<file path="src/rtl/seg7_pkg.sv">
// seg7_pkg
// Shared definitions for the seven-segment display path.
//   - Segment bit order of the 7-bit bus: {a,b,c,d,e,f,g}, a in bit 6.
//   - SEG7_HEX: active-low glyph for each hex value, indexed by the value.
//     The display decoder uses this table, and the capture monitor uses it too.
//   - cap_state_t: state encoding of the bus capture FSM.
package seg7_pkg;

    localparam int SEG_A = 6;
    localparam int SEG_B = 5;
    localparam int SEG_C = 4;
    localparam int SEG_D = 3;
    localparam int SEG_E = 2;
    localparam int SEG_F = 1;
    localparam int SEG_G = 0;

    localparam logic [6:0] SEG7_HEX [0:15] = '{
        7'h01, 7'h4F, 7'h12, 7'h06, 7'h4C, 7'h24, 7'h20, 7'h0F,
        7'h00, 7'h04, 7'h08, 7'h60, 7'h31, 7'h42, 7'h30, 7'h38
    };

    typedef enum logic [1:0] {
        ST_IDLE   = 2'd0,
        ST_SETTLE = 2'd1,
        ST_HOLD   = 2'd2
    } cap_state_t;

endpackage

</file>
<file path="src/rtl/seg7_to_hex.sv">
// seg7_to_hex
// Combinational inverse of the display decoder. It maps an active-low segment
// pattern back to its hex nibble.
// Ports:
//   i_seg_n   in  7  segments {a,b,c,d,e,f,g}, active-low
//   o_legal   out 1  pattern matches one of the 16 hex glyphs
//   o_nibble  out 4  recovered value (0 when not legal)
module seg7_to_hex
    import seg7_pkg::*;
(
    input  logic [6:0] i_seg_n,
    output logic       o_legal,
    output logic [3:0] o_nibble
);

    // All glyphs are distinct, so at most one entry can match.
    always_comb begin
        o_legal  = 1'b0;
        o_nibble = 4'h0;
        for (int k = 0; k < 16; k++) begin
            if (i_seg_n == SEG7_HEX[k]) begin
                o_legal  = 1'b1;
                o_nibble = 4'(k);
            end
        end
    end

endmodule

</file>
<file path="src/rtl/seg7_bus_capture.sv">
// seg7_bus_capture
// Monitor that snoops a multiplexed active-low seven-segment bus and recovers
// the hex value of each digit. A pattern is captured only after it has been
// stable for STABLE_CYCLES samples. The block also flags non-hex glyphs and
// multi-enable glitches, and it pulses when every digit has been captured.
// Ports:
//   i_clk          in  1             clock
//   i_rst          in  1             asynchronous active-high reset
//   i_seg_n        in  7             segments {a..g}, active-low
//   i_an_n         in  NUM_DIGITS    digit enables, active-low
//   o_digits       out 4*NUM_DIGITS  recovered nibbles, digit i at [4i+3:4i]
//   o_digit_valid  out NUM_DIGITS    digit has had a legal capture
//   o_pattern_err  out NUM_DIGITS    last capture of digit was not a hex glyph
//   o_bus_err      out 1             pulse: more than one enable low
//   o_frame_done   out 1             pulse: every digit captured since last pulse
//
// state  | meaning
// IDLE   | no enable or several enables low; counter held at 0
// SETTLE | one enable low; counting identical consecutive samples
// HOLD   | sample captured; waiting for the bus to change
module seg7_bus_capture
    import seg7_pkg::*;
#(
    parameter int NUM_DIGITS    = 4,
    parameter int STABLE_CYCLES = 8
) (
    input  logic                    i_clk,
    input  logic                    i_rst,
    input  logic [6:0]              i_seg_n,
    input  logic [NUM_DIGITS-1:0]   i_an_n,
    output logic [4*NUM_DIGITS-1:0] o_digits,
    output logic [NUM_DIGITS-1:0]   o_digit_valid,
    output logic [NUM_DIGITS-1:0]   o_pattern_err,
    output logic                    o_bus_err,
    output logic                    o_frame_done
);

    localparam int         SW     = NUM_DIGITS + 7;
    localparam int         IW     = (NUM_DIGITS > 1) ? $clog2(NUM_DIGITS) : 1;
    localparam logic [7:0] STABLE = 8'(STABLE_CYCLES);

    logic [SW-1:0]           r_sample;
    logic [SW-1:0]           r_sample_d;
    logic                    r_primed;
    cap_state_t              r_state;
    logic [7:0]              r_cnt;
    logic [4*NUM_DIGITS-1:0] r_digits;
    logic [NUM_DIGITS-1:0]   r_valid;
    logic [NUM_DIGITS-1:0]   r_err;
    logic [NUM_DIGITS-1:0]   r_mask;
    logic                    r_bus_err;
    logic                    r_frame_done;

    logic [NUM_DIGITS-1:0]   w_low;
    logic [6:0]              w_seg_n;
    logic                    w_one_hot;
    logic                    w_multi;
    logic                    w_changed;
    logic [IW-1:0]           w_idx;
    logic                    w_legal;
    logic [3:0]              w_nibble;
    logic [NUM_DIGITS-1:0]   w_mask_set;
    cap_state_t              w_state_nxt;
    logic [7:0]              w_cnt_nxt;
    logic                    w_capture;

    // The sample register resets to all-zero, and that value would look like
    // every digit enabled. r_primed masks the single cycle before the first
    // real sample, so the reset value cannot raise bus_err.
    always_ff @(posedge i_clk or posedge i_rst) begin
        if (i_rst) begin
            r_sample   <= '0;
            r_sample_d <= '0;
            r_primed   <= 1'b0;
        end else begin
            r_sample   <= {i_an_n, i_seg_n};
            r_sample_d <= r_sample;
            r_primed   <= 1'b1;
        end
    end

    assign w_low     = ~r_sample[SW-1:7];
    assign w_seg_n   = r_sample[6:0];
    assign w_one_hot = r_primed && ($countones(w_low) == 1);
    assign w_multi   = r_primed && ($countones(w_low) > 1);
    assign w_changed = (r_sample != r_sample_d);

    always_comb begin
        w_idx = '0;
        for (int i = 0; i < NUM_DIGITS; i++) begin
            if (w_low[i]) begin
                w_idx = IW'(i);
            end
        end
    end

    seg7_to_hex u_dec (
        .i_seg_n  (w_seg_n),
        .o_legal  (w_legal),
        .o_nibble (w_nibble)
    );

    always_ff @(posedge i_clk or posedge i_rst) begin
        if (i_rst) begin
            r_state <= ST_IDLE;
            r_cnt   <= '0;
        end else begin
            r_state <= w_state_nxt;
            r_cnt   <= w_cnt_nxt;
        end
    end

    // r_cnt holds the number of identical consecutive samples seen before the
    // current one. w_cnt_nxt therefore includes the sample in r_sample now.
    always_comb begin
        w_state_nxt = r_state;
        w_cnt_nxt   = r_cnt;
        w_capture   = 1'b0;
        unique case (r_state)
            ST_IDLE: begin
                if (w_one_hot) begin
                    w_state_nxt = ST_SETTLE;
                    w_cnt_nxt   = 8'd1;
                end else begin
                    w_cnt_nxt   = '0;
                end
            end
            ST_SETTLE: begin
                if (!w_one_hot) begin
                    w_state_nxt = ST_IDLE;
                    w_cnt_nxt   = '0;
                end else begin
                    if (w_changed) begin
                        w_cnt_nxt = 8'd1;
                    end else if (r_cnt < STABLE) begin
                        w_cnt_nxt = r_cnt + 8'd1;
                    end
                    if (w_cnt_nxt == STABLE) begin
                        w_capture   = 1'b1;
                        w_state_nxt = ST_HOLD;
                    end
                end
            end
            ST_HOLD: begin
                if (!w_one_hot) begin
                    w_state_nxt = ST_IDLE;
                    w_cnt_nxt   = '0;
                end else if (w_changed) begin
                    w_state_nxt = ST_SETTLE;
                    w_cnt_nxt   = 8'd1;
                end
            end
            default: begin
                w_state_nxt = ST_IDLE;
                w_cnt_nxt   = '0;
            end
        endcase
    end

    assign w_mask_set = r_mask | (NUM_DIGITS'(1) << w_idx);

    always_ff @(posedge i_clk or posedge i_rst) begin
        if (i_rst) begin
            r_digits     <= '0;
            r_valid      <= '0;
            r_err        <= '0;
            r_mask       <= '0;
            r_bus_err    <= 1'b0;
            r_frame_done <= 1'b0;
        end else begin
            r_bus_err    <= w_multi;
            r_frame_done <= 1'b0;
            if (w_capture) begin
                if (w_legal) begin
                    r_digits[{w_idx, 2'b00} +: 4] <= w_nibble;
                    r_valid[w_idx]                <= 1'b1;
                    r_err[w_idx]                  <= 1'b0;
                end else begin
                    r_err[w_idx]                  <= 1'b1;
                end
                // An illegal capture still counts toward the frame.
                if (&w_mask_set) begin
                    r_frame_done <= 1'b1;
                    r_mask       <= '0;
                end else begin
                    r_mask       <= w_mask_set;
                end
            end
        end
    end

    assign o_digits      = r_digits;
    assign o_digit_valid = r_valid;
    assign o_pattern_err = r_err;
    assign o_bus_err     = r_bus_err;
    assign o_frame_done  = r_frame_done;

endmodule

</file>
<file path="config.mk">
export PLATFORM = sky130hd
export DESIGN_NAME = seg7_bus_capture
export DESIGN_NICKNAME = d
export VERILOG_FILES = /design/src/rtl/seg7_pkg.sv /design/src/rtl/seg7_to_hex.sv /design/src/rtl/seg7_bus_capture.sv
export SDC_FILE = /design/constraint.sdc
export NUM_CORES = 1
export LEC_CHECK = 0
export BUFFER_PORTS_ARGS = -buffer_cell sky130_fd_sc_hd__clkbuf_2
export CAP_MARGIN = 20
export CELL_PAD_IN_SITES_DETAIL_PLACEMENT = 0
export CELL_PAD_IN_SITES_GLOBAL_PLACEMENT = 2
export CORE_MARGIN = 5
export CORE_UTILIZATION = 30
export CTS_CLUSTER_DIAMETER = 50
export DETAILED_ROUTE_END_ITERATION = 10
export PLACE_DENSITY = 0.69
export SETUP_SLACK_MARGIN = 0.15
export SYNTH_ARGS = -nofsm -noshare
export SYNTH_HDL_FRONTEND = slang
export SYNTH_SLANG_ARGS = --single-unit
</file>
<file path="constraint.sdc">
create_clock -name i_clk -period 7.1 [get_ports i_clk]
set_clock_uncertainty 0.1 [all_clocks]
set_input_delay 1.42 -clock i_clk [delete_from_list [all_inputs] [get_ports i_clk]]
set_output_delay 1.42 -clock i_clk [all_outputs]
set_load 0.05 [all_outputs]
</file>
# --- Word level (Yosys, flattened, before mapping) ---
# Index checks and enable logic that the tools add are counted.
# W data, S select, Z words.
totals:
  wordCells: 119
  output_inout_bits: 26
  inputBits: 13
  regBits: 63
op_classes:
  mux: 59
  add_sub_neg: 5
  n_reduce_logical: 8
  magnitude_cmp: 4
  n_bitwise: 6
  eq_ne: 23
  shifts: 3
ops:
  columns: ["cell", "count"]
  rows:
  - ["$mux W8", 7]
  - ["$mux W4", 10]
  - ["$eq A7 B6 Y1 const B", 5]
  - ["$eq A32 B2 Y1 const B", 1]
  - ["$eq A7 B7 Y1 const B", 4]
  - ["$mux W1", 25]
  - ["$pmux W8 S3", 1]
  - ["$mux W2", 9]
  - ["$bwmux W16", 1]
  - ["$shift A4 B6 Y16 const A", 1]
  - ["$shiftx A4 B6 Y16", 1]
  - ["$eq A7 B3 Y1 const B", 2]
  - ["$eq A7 B4 Y1 const B", 2]
  - ["$mux W3", 4]
  - ["$or A4 B4 Y4", 3]
  - ["$ne A11 B11 Y1", 1]
  - ["$add A8 B1 Y8 const B", 1]
  - ["$eq A8 B4 Y1 const B", 1]
  - ["$lt A8 B4 Y1 const B", 1]
  - ["$not A4 Y4", 2]
  - ["$eq A7 B1 Y1 const B", 1]
  - ["$eq A7 B5 Y1 const B", 1]
  - ["$logic_not A7 Y1", 1]
  - ["$ne A3 B3 Y1 const B", 2]
  - ["other kinds (18)", 21]

# --- Longest topological paths before layout ---
# Gate-level depths: netlist (run 1).
depth:
  word_depth: 18
  ltp_mapped: 11
  depth_no_buf: 10

# --- Cells and area by module ---
# A second synthesis (run 1) with hierarchy kept.
unflattened:
  hier_cells: 253
  hier_area_um2: 2907.8
by_module_without_submodules:
  columns: ["mod", "seq_area_each_um2", "instances", "area_each_um2", "cells_each"]
  rows:
  - ["seg7_bus_capture", 1576.5, 1, 2557.5, 198]
  - ["seg7_to_hex", 0.0, 1, 350.3, 55]

# --- Worst setup path before layout (run 1) ---
# OpenSTA, ideal clock, no wires.
synth_timing:
  path_type: "register -> register"
  start: "reg r_sample[7]"
  end: "reg r_digits[10] (netlist: o_digits[10])"
  setup_time_ns: 0.128
  required_time_ns: 6.872
  n_path_buf: 1
  stages_incl_launch_ff: 12
  synth_period_minus_slack_ns: 3.330
  arrival_time_ns: 3.102
  setup_slack_ns: 3.770
  path_cell_list: "dfrtp_1 fa_1 inv_1 ha_1 inv_1 ha_1 and4bb_2 nand3b_1 or4_1 buf_4 a311oi_4 mux2_1"
synth_via:
  elab_chain_cells: 9
  word_cells_on_any_way: 14
  classes_between: "add/sub (2); eq/ne (3); mux (6); bitwise (1); reduce/logical (2)"
synth_rtl:
  columns: ["item", "line_no", "rtl"]
  rows:
  - ["start: declaration", "seg7_bus_capture.sv:42", "logic [SW-1:0] r_sample;"]
  - ["start signal: assignment", "seg7_bus_capture.sv:76", "r_sample <= {i_an_n, i_seg_n};"]
  - ["$ne A11 B11 Y1", "seg7_bus_capture.sv:86", "assign w_changed = (r_sample != r_sample_d);"]
  - ["$mux W8", "seg7_bus_capture.sv:133", "if (w_changed) begin"]
  - ["$mux W8", "seg7_bus_capture.sv:129", "if (!w_one_hot) begin"]
  - ["$mux W8", "seg7_bus_capture.sv:119", "unique case (r_state)"]
  - ["$eq A8 B4 Y1", "seg7_bus_capture.sv:138", "if (w_cnt_nxt == STABLE) begin"]
  - ["$mux W1", "seg7_bus_capture.sv:138", null]
  - ["$mux W1 *", "seg7_bus_capture.sv:129", null]
  - ["$mux W1 *", "seg7_bus_capture.sv:119", null]
  - ["$reduce_and A2 Y1 (no source line) *", null, null]
  - ["end signal: indexed assignment", "seg7_bus_capture.sv:175", "r_digits[{w_idx, 2'b00} +: 4] <= w_nibble;"]
  - ["end: declaration", "seg7_bus_capture.sv:47", "logic [4*NUM_DIGITS-1:0] r_digits;"]
# Every way passes the cells marked *; elsewhere a longest branch is shown, timed or not. The select of a mux whose other input is x is not followed.
# A chain may end at the register's enable or synchronous reset.

# --- Final worst setup path (run 1) ---
layout_timing:
  start: "reg r_sample[8]"
  end: "reg r_digits[14] (netlist: o_digits[14])"
layout_via:
  elab_chain_cells: 9
  word_cells_on_any_way: 21
  classes_between: "add/sub (3); eq/ne (3); shift (2); mux (10); bitwise (1); reduce/logical (2)"
layout_rtl:
  columns: ["item", "line_no"]
  rows:
  - ["$ne A11 B11 Y1", "seg7_bus_capture.sv:86"]
  - ["$mux W8", "seg7_bus_capture.sv:133"]
  - ["$mux W8", "seg7_bus_capture.sv:129"]
  - ["$mux W8", "seg7_bus_capture.sv:119"]
  - ["$eq A8 B4 Y1", "seg7_bus_capture.sv:138"]
  - ["$mux W1", "seg7_bus_capture.sv:138"]
  - ["$mux W1", "seg7_bus_capture.sv:129"]
  - ["$mux W1", "seg7_bus_capture.sv:119"]
  - ["$reduce_and A2 Y1 (no source line)", null]
# Several ways; a longest one is shown, not always the timed one. The select of a mux whose other input is x is not followed.

==> results of run 1 <==
## flip-flops by register name (all words and copies together), names as in the netlist, named ones only
register,cells
o_digits,16
r_sample,11
r_sample_d,11
r_cnt,8
o_digit_valid,4
r_mask,4
r_state,2
o_bus_err,1
o_frame_done,1
r_primed,1
## power by group
group | internal [mW] | switching, mW
Sequential | 0.367 | 0.0139
Combinational | 0.0189 | 0.0288
Clock | 0.173 | 0.142
Total | 0.560 | 0.185
## final cells by class
| type | instances | share of cell area |
|---|---|---|
| sequential | 63 | 0.456 |
| inverter | 16 | 0.0174 |
| timing repair buffer | 41 | 0.0608 |
| tap | 133 | 0.0481 |
| clock buffer | 10 | 0.0398 |
| multi-input combinational | 162 | 0.359 |
| clock inverter | 6 | 0.0195 |
## metrics by stage
stage                util  cells
floorplan               -    252
finish              0.357    431
global route        0.357    431
CTS                 0.357    430
global placement    0.336    414
detailed placement  0.336    414
## worst max-delay path, cell delays in order, from the launching register on
cell and delay [ps]:
dfrtp_1 460, fa_1 520, inv_1 40, ha_1 180, inv_1 60, ha_1 220
and4bb_2 380, nand3b_1 120, or4_1 670, a311oi_4 510, mux2_1 370
## final timing paths
check | end | cells past startpoint | slack (ps) | startpoint
worst max-delay path | o_digits[14]$_DFFE_PP0P_ | 10 | 3350 | r_sample[8]$_DFF_PP0_
worst min-delay path | r_sample_d[7]$_DFF_PP0_ | 0 | 350 | r_sample[7]$_DFF_PP0_
worst max register to register | o_digits[14]$_DFFE_PP0P_ | 10 | 3350 | r_sample[8]$_DFF_PP0_
worst min register to register | r_sample_d[7]$_DFF_PP0_ | 0 | 350 | r_sample[7]$_DFF_PP0_
max in group asynchronous | o_digits[10]$_DFFE_PP0P_ | 3 | 5200 | i_rst
min in group asynchronous | r_sample[0]$_DFF_PP0_ | 3 | 1180 | i_rst
## Yosys cell counts (2+ instances only)
| cell type | count |
|---|---|
| buf_6 | 2 |
| a22o_1 | 2 |
| nand2b_1 | 4 |
| nor2b_1 | 3 |
| nand4_1 | 9 |
| o21ai_1 | 7 |
| or4_1 | 3 |
| nand3b_1 | 2 |
| dfrtp_1 | 63 |
| inv_1 | 16 |
| a311oi_4 | 4 |
| nor3_1 | 6 |
| and2_1 | 6 |
| mux2_2 | 4 |
| o21ai_0 | 6 |
| a21oi_1 | 7 |
| ha_1 | 4 |
| clkbuf_1 | 5 |
| buf_2 | 3 |
| mux2_1 | 12 |
| or2_1 | 6 |
| o32ai_1 | 2 |
| a21boi_1 | 2 |
| and3_1 | 7 |
| nand3_1 | 14 |
| nor4_1 | 3 |
| xnor2_1 | 11 |
| nand2_1 | 6 |
| nor2_1 | 7 |
## cells by family after synthesis
logic type               after synthesis
XOR/XNOR                              13
flip-flops                            63
AO/OA/AOI/OAI                         43
buffers and inverters                 27
AND/OR/NAND/NOR                       83
other                                  1
multiplexers                          17
adder cells (fa/ha/maj)                5
## routing by layer
metal  part of all wire  track usage
met4              0.015       0.0316
met1               0.49        0.158
met2               0.44        0.164
met5                  0            0
met3              0.049       0.0462
==> qor.txt, run 1 <==
1st-iter DRT viols = 71
worst hold path type = flop to flop
DRC errors left = 0
hpwl dp = 4.57 mm
post-synthesis xor/xnor area fraction = 0.0413
WL/cell = 14.5 µm
Die H = 109 µm
Root Driver = clkbuf_8
Fin Hold WS = 355 ps
Initial DRT Pass Iterations = 4
initial core utilization = 0.304
PostCTS Resize Cnt = 0
area occupied by multi-input gates = 1240 µm²
mapped cell area = 2940 µm²
kind of critical path = flop to flop
first-pass GRT wire length = 10.3 mm
setup_tns = 0 ps
fin crit period = 3750 ps
mux contribution to synthesized area = 0.0647
period utilisation layout = 0.528
Slew Viols, Final = 0
initial antenna violation count = 0
Routed Wire Length = 6.27 mm
post-route setup slack = 3350 ps
worst slew pin tran = 784 ps
die area = 11900 µm²
CTS tree = done
Port Buffers = 38
largest net degree at the start of global routing = 64
post-synth net total = 270
placer congestion estimate = 0.745
vias in the first global route = 2004
RSZ-0062 raised after global routing = no
Post-synth ARST share = 1.00
Yosys warning count = 0
FF+latch count, synth = 63
core area = 9680 µm²
Hold Buf Count CTS = 0
simple-gate area share of the yosys netlist = 0.165
clock latency on the worst-skew pair = 330 ps
fillers = 990
Fmax = 267 MHz
Max Cap Viol = 0
register area share after synthesis = 0.536
syn_area_per_cell = 11.7 µm²
most common cell after layout, fill and taps aside = dfrtp_1
Setup Buffers After CTS = 0
Final Power = 0.744 mW
fin nets = 311
Reg area = 1580 µm²
Setup violations, final = 0
vias = 2033
status = finished, final reports clean
cell row count = 36
maximum buffer depth of the clock tree = 2
Yosys top cell area share = 0.536
Reg clk slew, reported paths = 70 ps
total gr overflow = 0
worst vdd ir = 0.0892 mV
Area Growth Syn to Fin = 17.6%
most frequent cells in the layout = dfrtp_1 (63), clkbuf_2 (39), inv_1 (15)
clock buffer count from CTS = 9
H-tree levels = 3
EDFF count, synth = 0
CTS sink cnt = 63
worst-path fanout max = 7
crit path DAT = 3860 ps
final hold viol count = 0
top_reg_cell synth = dfrtp_1
Placed Area = 3250 µm²
GRT Util Overall = 0.114
Antenna Violating Nets Remaining = 0
leakage power = 1.63 nW
startpoint types = flop
cell taking the most area after synthesis = dfrtp_1
design area = 3460 µm²
share of cells above drive strength 1 = 0.238
DP Worst Slack = 3310 ps
Vias/cell = 4.72
Top-Level Pins = 39
CP required = 7210 ps
# diodes = 0
Synth Instances = 252
Rel. slew slack = 0.477
Die X = 109 µm
largest family of logic cells by synthesized area = simple AND/OR/NAND/NOR gates
complex-gate fraction of the synthesized area = 0.126
top cells by area, synth = dfrtp_1 (54%), mux2_1 (4.6%), a311oi_4 (3.6%)
Post-Synth Adder-Cell Area = 0.0238
Netlist cell types = 55
Power Dens Cells = 215 nW/µm²
Crit. End Element = flop
Note: power is estimated with default switching activity, not from simulation.
==> inputs of run 2 (changes only) <==
clock period = 3.7 ns   (was 7.1 ns; I/O delays follow)
==> run 2 against run 1 <==
Against the previous run:
- core utilization grew 1.7 points
- global-route usage grew 0.23 points
- via count grew 1.8%
- non-clock buffer count grew 12
- hold slack lost 13 ps
- routed wire length grew 6.1%
- register-to-register slack lost 3100 ps
- largest cell class unchanged
- cell count grew 2.8%
- worst setup slack lost 3100 ps
==> qor.txt, run 2 (synthesis results as in run 1) <==
status = finished, final reports clean
vias in the first global route = 1977 (-1.3%)
R2R Path Start = r_sample[7]$_DFF_PP0_
worst hold path type = flop to flop
fin nets = 323 (+3.9%)
largest net degree at the start of global routing = 64 (unchanged)
placer congestion estimate = 0.728 (-2.2%)
most frequent cells in the layout = dfrtp_1 (62), clkbuf_2 (38), inv_1 (14), nand3_1 (14), buf_4 (14)
crit-path cells = fa_1 -> inv_1 -> ha_2 -> inv_2 -> ha_4 -> and4bb_4 -> nand3b_1 -> or4_4 -> buf_8 -> a311oi_4 -> mux2_4
CP required = 3820 ps (-3390 ps)
initial core utilization = 0.304 (unchanged)
H-tree levels = 3 (unchanged)
Finished Core Util = 0.375 (+0.0173)
Crit. End Element = flop
first-pass GRT wire length = 10.4 mm (+0.73%)
cell row count = 36 (unchanged)
clock buffer count from CTS = 9 (unchanged)
# diodes = 0 (unchanged)
worst stage delay on the critical path = 540 ps (-130 ps)
Final Power = 1.51 mW (+100%)
worst-path fanout max = 7 (unchanged)
clock network power share = 0.448 (+0.024)
total gr overflow = 0 (unchanged)
leakage power = 1.71 nW (+4.5%)
share of power burned in registers = 0.483 (-0.029)
hold wc startpoint = r_sample[7]$_DFF_PP0_
CTS tree = done
most common cell after layout, fill and taps aside = dfrtp_1
Logic pwr share = 0.069 (+0.005)
setup_tns = 0 ps (unchanged)
clock latency on the worst-skew pair = 340 ps (about the same)
Top-Level Pins = 39 (unchanged)
GRT Util Overall = 0.116 (+0.00232)
RSZ-0062 raised after global routing = yes
core area = 9680 µm² (unchanged)
Vias/cell = 4.67 (-0.94%)
Die H = 109 µm (unchanged)
Root Driver = clkbuf_8
Setup violations, final = 0 (unchanged)
Area Growth Syn to Fin = 23.3%
Max Cap Viol = 0 (unchanged)
Slew Viols, Final = 0 (unchanged)
CTS sink cnt = 63 (unchanged)
vias = 2070 (+1.8%)
max reg flops = 16 (unchanged)
hpwl dp = 4.66 mm (+2.0%)
WL/cell = 15.0 µm (+3.2%)
Initial DRT Pass Iterations = 4 (unchanged)
1st-iter DRT viols = 78 (+9.9%)
final hold viol count = 0 (unchanged)
worst vdd ir = 0.234 mV (+160%)
Reg clk slew, reported paths = 70 ps (about the same)
fin crit period = 3480 ps (-271 ps)
Hold Buf Count CTS = 0 (unchanged)
CP startpoint = r_sample[7]$_DFF_PP0_
slowest stage cell, crit path = fa_1
Rel. slew slack = 0.476 (-0.00148)
Cell Int Power = 1.15 mW (+110%)
crit path DAT = 3600 ps (-260 ps)
period utilisation layout = 0.940 (+0.412)
kind of critical path = flop to flop
share of cells above drive strength 1 = 0.300 (+0.0617)
worst slew pin tran = 786 ps (+2.21 ps)
Die X = 109 µm (unchanged)
Switching Power = 0.362 mW (+96%)
initial antenna violation count = 0 (unchanged)
DRC errors left = 0 (unchanged)
Routed Wire Length = 6.65 mm (+6.1%)
die area = 11900 µm² (unchanged)
maximum buffer depth of the clock tree = 2 (unchanged)
Antenna Violating Nets Remaining = 0 (unchanged)
Port Buffers = 38 (unchanged)
startpoint types = flop
Switching Fraction = 0.240 (-0.00864)
Fmax = 287 MHz (+7.8%)
Power Dens Cells = 417 nW/µm² (+94%)
[run 2: cell count changes in the layout (fill, tap and decap cells not counted), sizes merged]
cell	previous run	this run
buf	2	15
bufinv	1	2
clkbuf	49	48
inv	18	17
[run 2: power groups by stage]
stage | clock network [mW] | logic [mW] | registers, mW
2_1_floorplan | 0 | 0.0750 | 0.735
3_3_place_gp | 0 | 0.0948 | 0.744
3_5_place_dp | 0 | 0.0951 | 0.744
4_1_cts | 0.698 | 0.0956 | 0.731
5_1_grt | 0.732 | 0.120 | 0.734
6_report | 0.678 | 0.104 | 0.730
[run 2: through the flow]
| step | cells | hold WS (ps) | setup slack, ps | instance area (µm²) |
|---|---|---|---|---|
| global route | 443 | 379 | 96.4 | 3630 |
| global placement | 419 | 333 | 205 | 3290 |
| finish | 443 | 342 | 221 | 3630 |
| floorplan | 252 | 249 | 370 | 2940 |
| detailed placement | 419 | 353 | 131 | 3290 |
| CTS | 435 | 362 | 164 | 3520 |
[run 2: repair_timing]
item | 4_1_cts | 5_1_grt
resized for setup | 0 | 13
cloned | 0 | 0
buffers inserted | 0 | 8
endpoints found under the setup margin | 10 | 13
pin swaps | 4 | 3
[run 2: cell type report]
type / count / area, µm²
clock buffer: 10 / 138
fill: 980 / 6060
inverter: 16 / 60.1
tap: 133 / 166
sequential: 63 / 1580
multi-input combinational: 162 / 1280
timing repair buffer: 53 / 310
clock inverter: 6 / 92.6
[run 2: worst max-delay path: cells and delay by family, from the launching register on]
kind	cells	cell delay (ps)
simple gates	3	900
buf+inv	3	260
fa+ha+maj	3	900
compound gates	1	440
mux	1	350
flops	1	410
[run 2: path summary, 6_finish.rpt]
kind                                       endpoint  slack [ps]  cells past startpoint
min                         r_sample_d[7]$_DFF_PP0_         340                      0
max in group asynchronous     r_sample[8]$_DFF_PP0_        2450                      3
min reg2reg                 r_sample_d[7]$_DFF_PP0_         340                      0
max                        o_digits[10]$_DFFE_PP0P_         220                     11
max reg2reg                o_digits[10]$_DFFE_PP0P_         220                     11
min in group asynchronous     r_sample[0]$_DFF_PP0_         510                      3
[run 2: routing by layer]
layer  vias up  track usage  routed length [µm]
met1      1007        0.163                3330
met3         4       0.0355                 282
met5         -            0                   0
met2        51        0.168                2990
li1       1008            -                   -
met4         0       0.0424                  52
